<file path="src/rtl/seg_chain_driver.sv">
// seg_chain_driver: serialises a NUM_DIGITS*SEG_WIDTH-bit segment frame into
// an external shift-register chain (sclk_o / data_o / latch_o). Supports a
// programmable serial-clock divider, a selectable bit order and a one-deep
// pending-frame buffer with overrun reporting.
// Optional: define SEG_CHAIN_DRIVER_DIM_EN to add brightness_i / oe_n_o PWM
// dimming. Without it the board ties the chain's OE pin low (always on).
module seg_chain_driver #(
  parameter int NUM_DIGITS   = 6,
  parameter int SEG_WIDTH    = 7,
  parameter int SCLK_DIV     = 1,
  parameter int LATCH_CYCLES = 1
) (
  input  logic                            clk_i,
  input  logic                            rst_i,
  input  logic                            start_i,
  input  logic [NUM_DIGITS*SEG_WIDTH-1:0] data_i,
  input  logic                            lsb_first_i,
`ifdef SEG_CHAIN_DRIVER_DIM_EN
  input  logic [3:0]                      brightness_i,
  output logic                            oe_n_o,
`endif
  output logic                            busy_o,
  output logic                            sclk_o,
  output logic                            data_o,
  output logic                            latch_o,
  output logic                            frame_done_o,
  output logic                            overrun_o
);

  localparam int W  = NUM_DIGITS * SEG_WIDTH;
  localparam int BW = $clog2(W + 1);
  localparam int DW = $clog2(SCLK_DIV + 1);
  localparam int LW = $clog2(LATCH_CYCLES + 1);

  localparam logic [BW-1:0] LAST_BIT = BW'(W - 1);
  localparam logic [DW-1:0] DIV_LAST = DW'(SCLK_DIV - 1);
  localparam logic [LW-1:0] LAT_LAST = LW'(LATCH_CYCLES - 1);

  typedef enum logic [1:0] {IDLE, SHIFT_LO, SHIFT_HI, LATCH} state_t;

  state_t        state;
  logic [W-1:0]  act_q;    // active frame, current bit at MSB
  logic [W-1:0]  pend_q;   // queued frame, already in transmit order
  logic          pend_v;
  logic [BW-1:0] bit_cnt;
  logic [DW-1:0] div_cnt;
  logic [LW-1:0] lat_cnt;

  logic [W-1:0]  data_ord;
  logic [W-1:0]  act_shl;
  logic [W-1:0]  launch_data;
  logic          div_done;
  logic          lat_done;

  // Put the incoming frame in transmit order so the shifter always sends MSB first
  always_comb begin
    data_ord = data_i;
    if (lsb_first_i)
      for (int i = 0; i < W; i++) data_ord[i] = data_i[W-1-i];
  end

  assign act_shl     = act_q << 1;
  assign div_done    = (div_cnt == DIV_LAST);
  assign lat_done    = (state == LATCH) && (lat_cnt == LAT_LAST);
  // At the end of LATCH a queued frame wins; otherwise a same-cycle start goes straight out
  assign launch_data = pend_v ? pend_q : data_ord;

  // Main sequencer: shift, clock divider, latch and back-to-back relaunch
  always_ff @(posedge clk_i or negedge rst_i) begin
    if (!rst_i) begin
      state        <= IDLE;
      act_q        <= '0;
      bit_cnt      <= '0;
      div_cnt      <= '0;
      lat_cnt      <= '0;
      busy_o       <= 1'b0;
      sclk_o       <= 1'b0;
      data_o       <= 1'b0;
      latch_o      <= 1'b0;
      frame_done_o <= 1'b0;
    end else begin
      frame_done_o <= 1'b0;
      case (state)
        IDLE: begin
          if (start_i) begin
            act_q   <= data_ord;
            data_o  <= data_ord[W-1];
            busy_o  <= 1'b1;
            bit_cnt <= '0;
            div_cnt <= '0;
            state   <= SHIFT_LO;
          end
        end
        SHIFT_LO: begin
          if (div_done) begin
            div_cnt <= '0;
            sclk_o  <= 1'b1;
            state   <= SHIFT_HI;
          end else begin
            div_cnt <= div_cnt + 1'b1;
          end
        end
        SHIFT_HI: begin
          if (div_done) begin
            div_cnt <= '0;
            sclk_o  <= 1'b0;
            if (bit_cnt == LAST_BIT) begin
              data_o  <= 1'b0;
              latch_o <= 1'b1;
              lat_cnt <= '0;
              state   <= LATCH;
            end else begin
              bit_cnt <= bit_cnt + 1'b1;
              act_q   <= act_shl;
              data_o  <= act_shl[W-1];
              state   <= SHIFT_LO;
            end
          end else begin
            div_cnt <= div_cnt + 1'b1;
          end
        end
        LATCH: begin
          if (lat_done) begin
            latch_o      <= 1'b0;
            frame_done_o <= 1'b1;
            if (pend_v || start_i) begin
              act_q   <= launch_data;
              data_o  <= launch_data[W-1];
              bit_cnt <= '0;
              div_cnt <= '0;
              state   <= SHIFT_LO;
            end else begin
              busy_o  <= 1'b0;
              state   <= IDLE;
            end
          end else begin
            lat_cnt <= lat_cnt + 1'b1;
          end
        end
        default: state <= IDLE;
      endcase
    end
  end

  // Pending buffer: latest start during a transfer wins, overwrite flags overrun
  always_ff @(posedge clk_i or negedge rst_i) begin
    if (!rst_i) begin
      pend_q    <= '0;
      pend_v    <= 1'b0;
      overrun_o <= 1'b0;
    end else begin
      overrun_o <= 1'b0;
      if (start_i && (state != IDLE) && !(lat_done && !pend_v)) begin
        // On the last LATCH cycle the old pending frame is being launched, so no overrun
        pend_q    <= data_ord;
        pend_v    <= 1'b1;
        overrun_o <= pend_v && !lat_done;
      end else if (lat_done && pend_v) begin
        pend_v <= 1'b0;
      end
    end
  end

`ifdef SEG_CHAIN_DRIVER_DIM_EN
  logic [3:0] pwm_cnt;
  logic [3:0] pwm_nxt;
  logic [3:0] bright_q;
  logic [3:0] bright_nxt;
  logic       latch_nxt;

  assign pwm_nxt    = pwm_cnt + 4'd1;
  assign bright_nxt = (pwm_cnt == 4'hF) ? brightness_i : bright_q;
  assign latch_nxt  = ((state == SHIFT_HI) && div_done && (bit_cnt == LAST_BIT)) ||
                      ((state == LATCH) && !lat_done);

  // Free-running PWM; brightness takes effect at each wrap, OE forced off while latching
  always_ff @(posedge clk_i or negedge rst_i) begin
    if (!rst_i) begin
      pwm_cnt  <= '0;
      bright_q <= '0;
      oe_n_o   <= 1'b1;
    end else begin
      pwm_cnt  <= pwm_nxt;
      bright_q <= bright_nxt;
      oe_n_o   <= latch_nxt || (pwm_nxt >= bright_nxt);
    end
  end
`endif

endmodule

</file>
<file path="config.mk">
export PLATFORM = sky130hd
export DESIGN_NAME = seg_chain_driver
export DESIGN_NICKNAME = d
export VERILOG_FILES = /design/src/rtl/seg_chain_driver.sv
export SDC_FILE = /design/constraint.sdc
export NUM_CORES = 1
export LEC_CHECK = 0
export BUFFER_PORTS_ARGS = -buffer_cell sky130_fd_sc_hd__buf_4
export CAP_MARGIN = 20
export CORE_MARGIN = 2
export CORE_UTILIZATION = 40
export CTS_CLUSTER_SIZE = 20
export DETAILED_ROUTE_END_ITERATION = 10
export HOLD_SLACK_MARGIN = 0.02
export SYNTH_ARGS = -nofsm -noshare
export SYNTH_HDL_FRONTEND = slang
export SYNTH_SLANG_ARGS = --single-unit
export TNS_END_PERCENT = 30
</file>
<file path="constraint.sdc">
create_clock -name clk_i -period 2.1 [get_ports clk_i]
set_input_delay 0.42 -clock clk_i [delete_from_list [all_inputs] [get_ports clk_i]]
set_output_delay 0.42 -clock clk_i [all_outputs]
set_load 0.005 [all_outputs]
</file>
**Word-level counts from Yosys, hierarchy flattened**

Index checks and enable logic that the tools add are counted.

- Eq/ne operators: 13
- $add $sub $neg: 3
- Bitwise logic cells: 1
- Muxes and demuxes: 52
- Reductions and logical operators: 26

Operator list:

| cell | number |
|---|---|
| 41-bit two-way mux | 5 |
| 41-bit case mux with 3 select lines | 1 |
| 42-bit two-way mux | 2 |
| 6-bit two-way mux | 5 |
| 1-bit two-way mux | 26 |
| 6-bit case mux with 3 select lines | 1 |
| 2-bit inequality test (second input constant) | 8 |
| 4-bit AND reduction | 4 |
| 2-bit two-way mux | 5 |
| 2-bit nonzero test | 5 |
| 1-bit case mux with 2 select lines | 4 |
| 2-bit case mux with 4 select lines | 1 |
| 6-bit by 1-bit adder with 6-bit output (second input constant) | 1 |
| 6-bit equality test (second input constant) | 1 |
| 1-bit logical AND | 6 |
| 1-bit case mux with 3 select lines | 2 |
| 3-bit AND reduction | 2 |
| 6-bit AND reduction | 1 |
| 5-bit AND reduction | 1 |
| 2-bit equality test (second input constant) | 2 |
| 1-bit zero test | 3 |
| 3-bit nonzero test | 1 |
| 1-bit adder (second input constant) | 2 |
| 2-bit by 1-bit equality test with 1-bit output (second input constant) | 1 |
| 5 further kinds | 5 |

- Output and inout bits: 6
- Flip-flop bits (word level): 100
- Word-level logic and storage cells: 108

**Logic depth before layout (Yosys ltp)**

- Word-level depth: 6
- Gate-level depth with buffers: 8
- Gate-level depth less buffers: 6

**Least setup slack after synthesis**

OpenSTA, ideal clock, no wires.

- Kind: register to register
- Start point: register state[0]
- End point: register act_q[10]
- Path slack: 0.079 ns
- Data required time: 1.975 ns
- Stages on the path, launching flop included: 8
- Data arrival time: 1.896 ns
- Cell sequence: dfrtp_1 inv_1 ha_1 nor2b_1 a211o_1 a21oi_4 buf_6 mux2_4

- Word-level cells in the longest chain between the ends: 4
- Elaborated cells on any way between the ends: 12
- Those cells by class: eq/ne (7); mux (1); reduce/logical (4)

RTL lines:

| what | RTL line | text |
|---|---|---|
| from (decl) | 41 | `state_t state;` |
| from (signal assigned) | 71 | `state <= IDLE;` |
| from (signal assigned) | 91 | `state <= SHIFT_LO;` |
| from (signal assigned) | 98 | `state <= SHIFT_HI;` |
| 2-bit equality test | 64, 83 |  |
| 1-bit logical AND | 64 | `assign lat_done = (state == LATCH) && (lat_cnt == LAT_LAST);` |
| 2-bit inequality test (no source line) | - |  |
| 6-bit AND reduction (no source line) | - |  |
| to (signal assigned) | 86 | `act_q <= data_ord;` |
| to (signal assigned) | 114 | `act_q <= act_shl;` |
| to (signal assigned) | 127 | `act_q <= launch_data;` |
| to (decl) | 42 | `logic [W-1:0] act_q;` |

Parallel ways exist; a longest one is shown, timed or not.
A chain may end at the register's enable or synchronous reset.

**Worst setup path after layout**

- Start point: register state[1]
- End point: register act_q[15]

The elaborated chain is that of the path after synthesis.

==> reports/metrics.csv <==
metric,value,unit
n_antenna_cell,0,
maxCapViolations,0,
pwr-share-seq,0.478,
yosys_register_bits,99,
cts_tree,built,
yosys.cell_types.count,36,
cpMaxStageDelayCell,dfrtp_1,
rsz0062_at_grt,no,
fin_setup_tns,0,ps
yosys_warnings,0,
r2r-start,state[1],
start_util,0.412,
finalClockSkew,7.36,ps
layout_common_cells,"dfrtp_1, buf_4, a21oi_1",
area_delta_synth_final,22.9,%
worstHoldPathType,in2async,
core_area,0.0121,mm2
period_share,0.971,
syn-num-nets,512,
tritoncts.num_buffers,9,
die_y,115,um
stdcell_count,682,
grt_pass1_vias,3677,
required,2330,ps
placed_cell_area,0.00565,mm2
grt_pass1_wl,17900,um
vias_per_cell,5.32,
crit_type,reg2reg,
end_kind,flop,
cts-root-buf,clkbuf_16,
rows,40,
rr_endpoint,act_q[15],
max-vdd-ir-drop,0.471,mV
critPathLaunch,state[1],
final_area,0.00611,mm2
layout-drive-gt1-share,0.237,
nFillCells,1080,
gp_congestion,0.745,
nets,563,
routedWlPerCell,16.1,um
grt_max_degree,86,
cpPeakStageDelay,400,ps
grt-ovfl-total,0,
tightest_slew,428,ps
clkTransAtPathRegs,70,ps
crit_fanout,6,
pin_count,52,
hold_ws,6.18,ps
switching_share,0.226,
drt.antenna.violating_nets,0,
portBuffers,51,
die-width,115,um
drv_slew,0,
r2r_setup_slack,60,ps
cts_buffer_depth,2,
h-tree-depth,3,
layout_commonest_cell,dfrtp_1,
synth_cells,459,
reg2reg_depth,8,
relSlewSlack,0.715,
clockPowerShare,0.434,
grtUsageTotal,0.170,
dr.first_iter.drc_count,196,
routed_wirelength,11000,um
ys_seq_area_frac,0.498,
worst-path-buf-inv,3,
path_delay_family,compound AO/OA/AOI/OAI gates,
comb_power_share,0.088,
intPower,3.36,mW
synth_area,0.00497,mm2
status,"finished, final reports clean",
crit_chain,inv_1 > ha_1 > nor2b_1 > a211o_1 > a21oi_4 > buf_12 > clkbuf_16 > mux2_1,
switchingPower,0.980,mW
finalCriticalPeriod,2040,ps
first_pass_iters,4,
hold_viol_final,0,
pre_cts_ws,23.4,ps
fmax,0.491,GHz
p_leak,2.73,nW
syn_avg_cell_area,10.8,um2
clk_latency,340,ps
worstSetupStartpointType,flop,
ctsHoldBuffers,0,
antenna_found_initial,0,
vias,3629,
worstPathArrival,2270,ps
place_inst,660,
cts_sinks,99,
dp_hpwl,6660,um
layout_setup_ws,61.6,ps
setup_violations,0,
drc,0,
pwr_density_cell,711,mW/mm2
die_area,0.0133,mm2
==> synth_stat cells, drive strengths merged <==
cell type,count,area share
dfrtp,99,0.50
a21oi,53,0.056
nor2,48,0.036
o21ai,46,0.046
mux2i,44,0.089
mux2,42,0.11
a22oi,40,0.060
buf,17,0.020
clkbuf,17,0.013
nand2,10,0.0076
ha,7,0.018
inv,7,0.0053
nand3,5,0.0050
and3,3,0.0038
nand4b,3,0.0053
nor2b,2,0.0025
o211ai,2,0.0030
o22ai,2,0.0025
a211o,1,0.0018
a211oi,1,0.0025
a31oi,1,0.0013
and2,1,0.0013
and4b,1,0.0020
nand2b,1,0.0013
o21bai,1,0.0015
o31ai,1,0.0015
o41ai,1,0.0018
or2,1,0.0013
or3b,1,0.0018
or4b,1,0.0020
==> registers in the layout (all words and copies together), names as in the netlist <==
register / count
act_q: 41
bit_cnt: 6
busy_o: 1
data_o: 1
frame_done_o: 1
lat_cnt: 1
latch_o: 1
overrun_o: 1
pend_q: 42
pend_v: 1
sclk_o: 1
state: 2
==> what timing repair did <==
action / 4_1_cts / 5_1_grt
buffers inserted: 0 / 4
setup endpoints to repair: 0 / 43
resized for setup: 0 / 2
==> kinds of logic (layout without fill, tap and decap cells) <==
logic type / count (synthesis) / count (layout) / synth area share
compound gates: 149 / 149 / 0.178
flops: 99 / 99 / 0.498
mux: 86 / 86 / 0.198
simple gates: 77 / 77 / 0.0700
buf+inv: 41 / 96 / 0.0378
fa+ha+maj: 7 / 7 / 0.0176
==> per-stage QoR <==
step           utilization  power (mW)
2_1_floorplan            -        2.31
3_3_place_gp         0.468        2.49
3_5_place_dp         0.468        2.50
4_1_cts              0.496        4.38
5_1_grt              0.506        4.52
6_report             0.506        4.34
==> worst max-delay path by stage <==
stage,slack [ps],end,cells after the start
3_5_place_dp,20,act_q[37],7
5_1_grt,10,act_q[13],8
3_3_place_gp,80,act_q[0],7
4_1_cts,20,bit_cnt[4],7
2_1_floorplan,80,act_q[10],7
6_report,60,act_q[15],8
==> power by group through the flow <==
| stage | clock [mW] | combinational [mW] | sequential, mW |
|---|---|---|---|
| floorplan | 0 | 0.215 | 2.10 |
| global route | 1.99 | 0.436 | 2.09 |
| global placement | 0 | 0.378 | 2.11 |
| finish | 1.89 | 0.384 | 2.07 |
| CTS | 1.91 | 0.392 | 2.07 |
| detailed placement | 0 | 0.392 | 2.11 |
==> layout make-up <==
type | count | area, um2 | share of cell area
Clock inverter | 4 | 98.8 | 0.0162
Sequential cell | 99 | 2480 | 0.406
Clock buffer | 11 | 233 | 0.0381
Inverter | 7 | 26.3 | 0.00430
Tap cell | 168 | 210 | 0.0344
Multi-Input combinational cell | 319 | 2330 | 0.381
Timing Repair Buffer | 74 | 733 | 0.120
==> metal layers <==
metal / up-vias / routed length, um / part of all wire / global-route usage
met5: - / 0 / 0 / 0
met4: 0 / 162 / 0.015 / 0.0602
met3: 13 / 331 / 0.030 / 0.0282
met2: 56 / 5340 / 0.49 / 0.274
met1: 1784 / 5150 / 0.47 / 0.234
li1: 1776 / - / - / -
(Power assumes the default switching activity.)
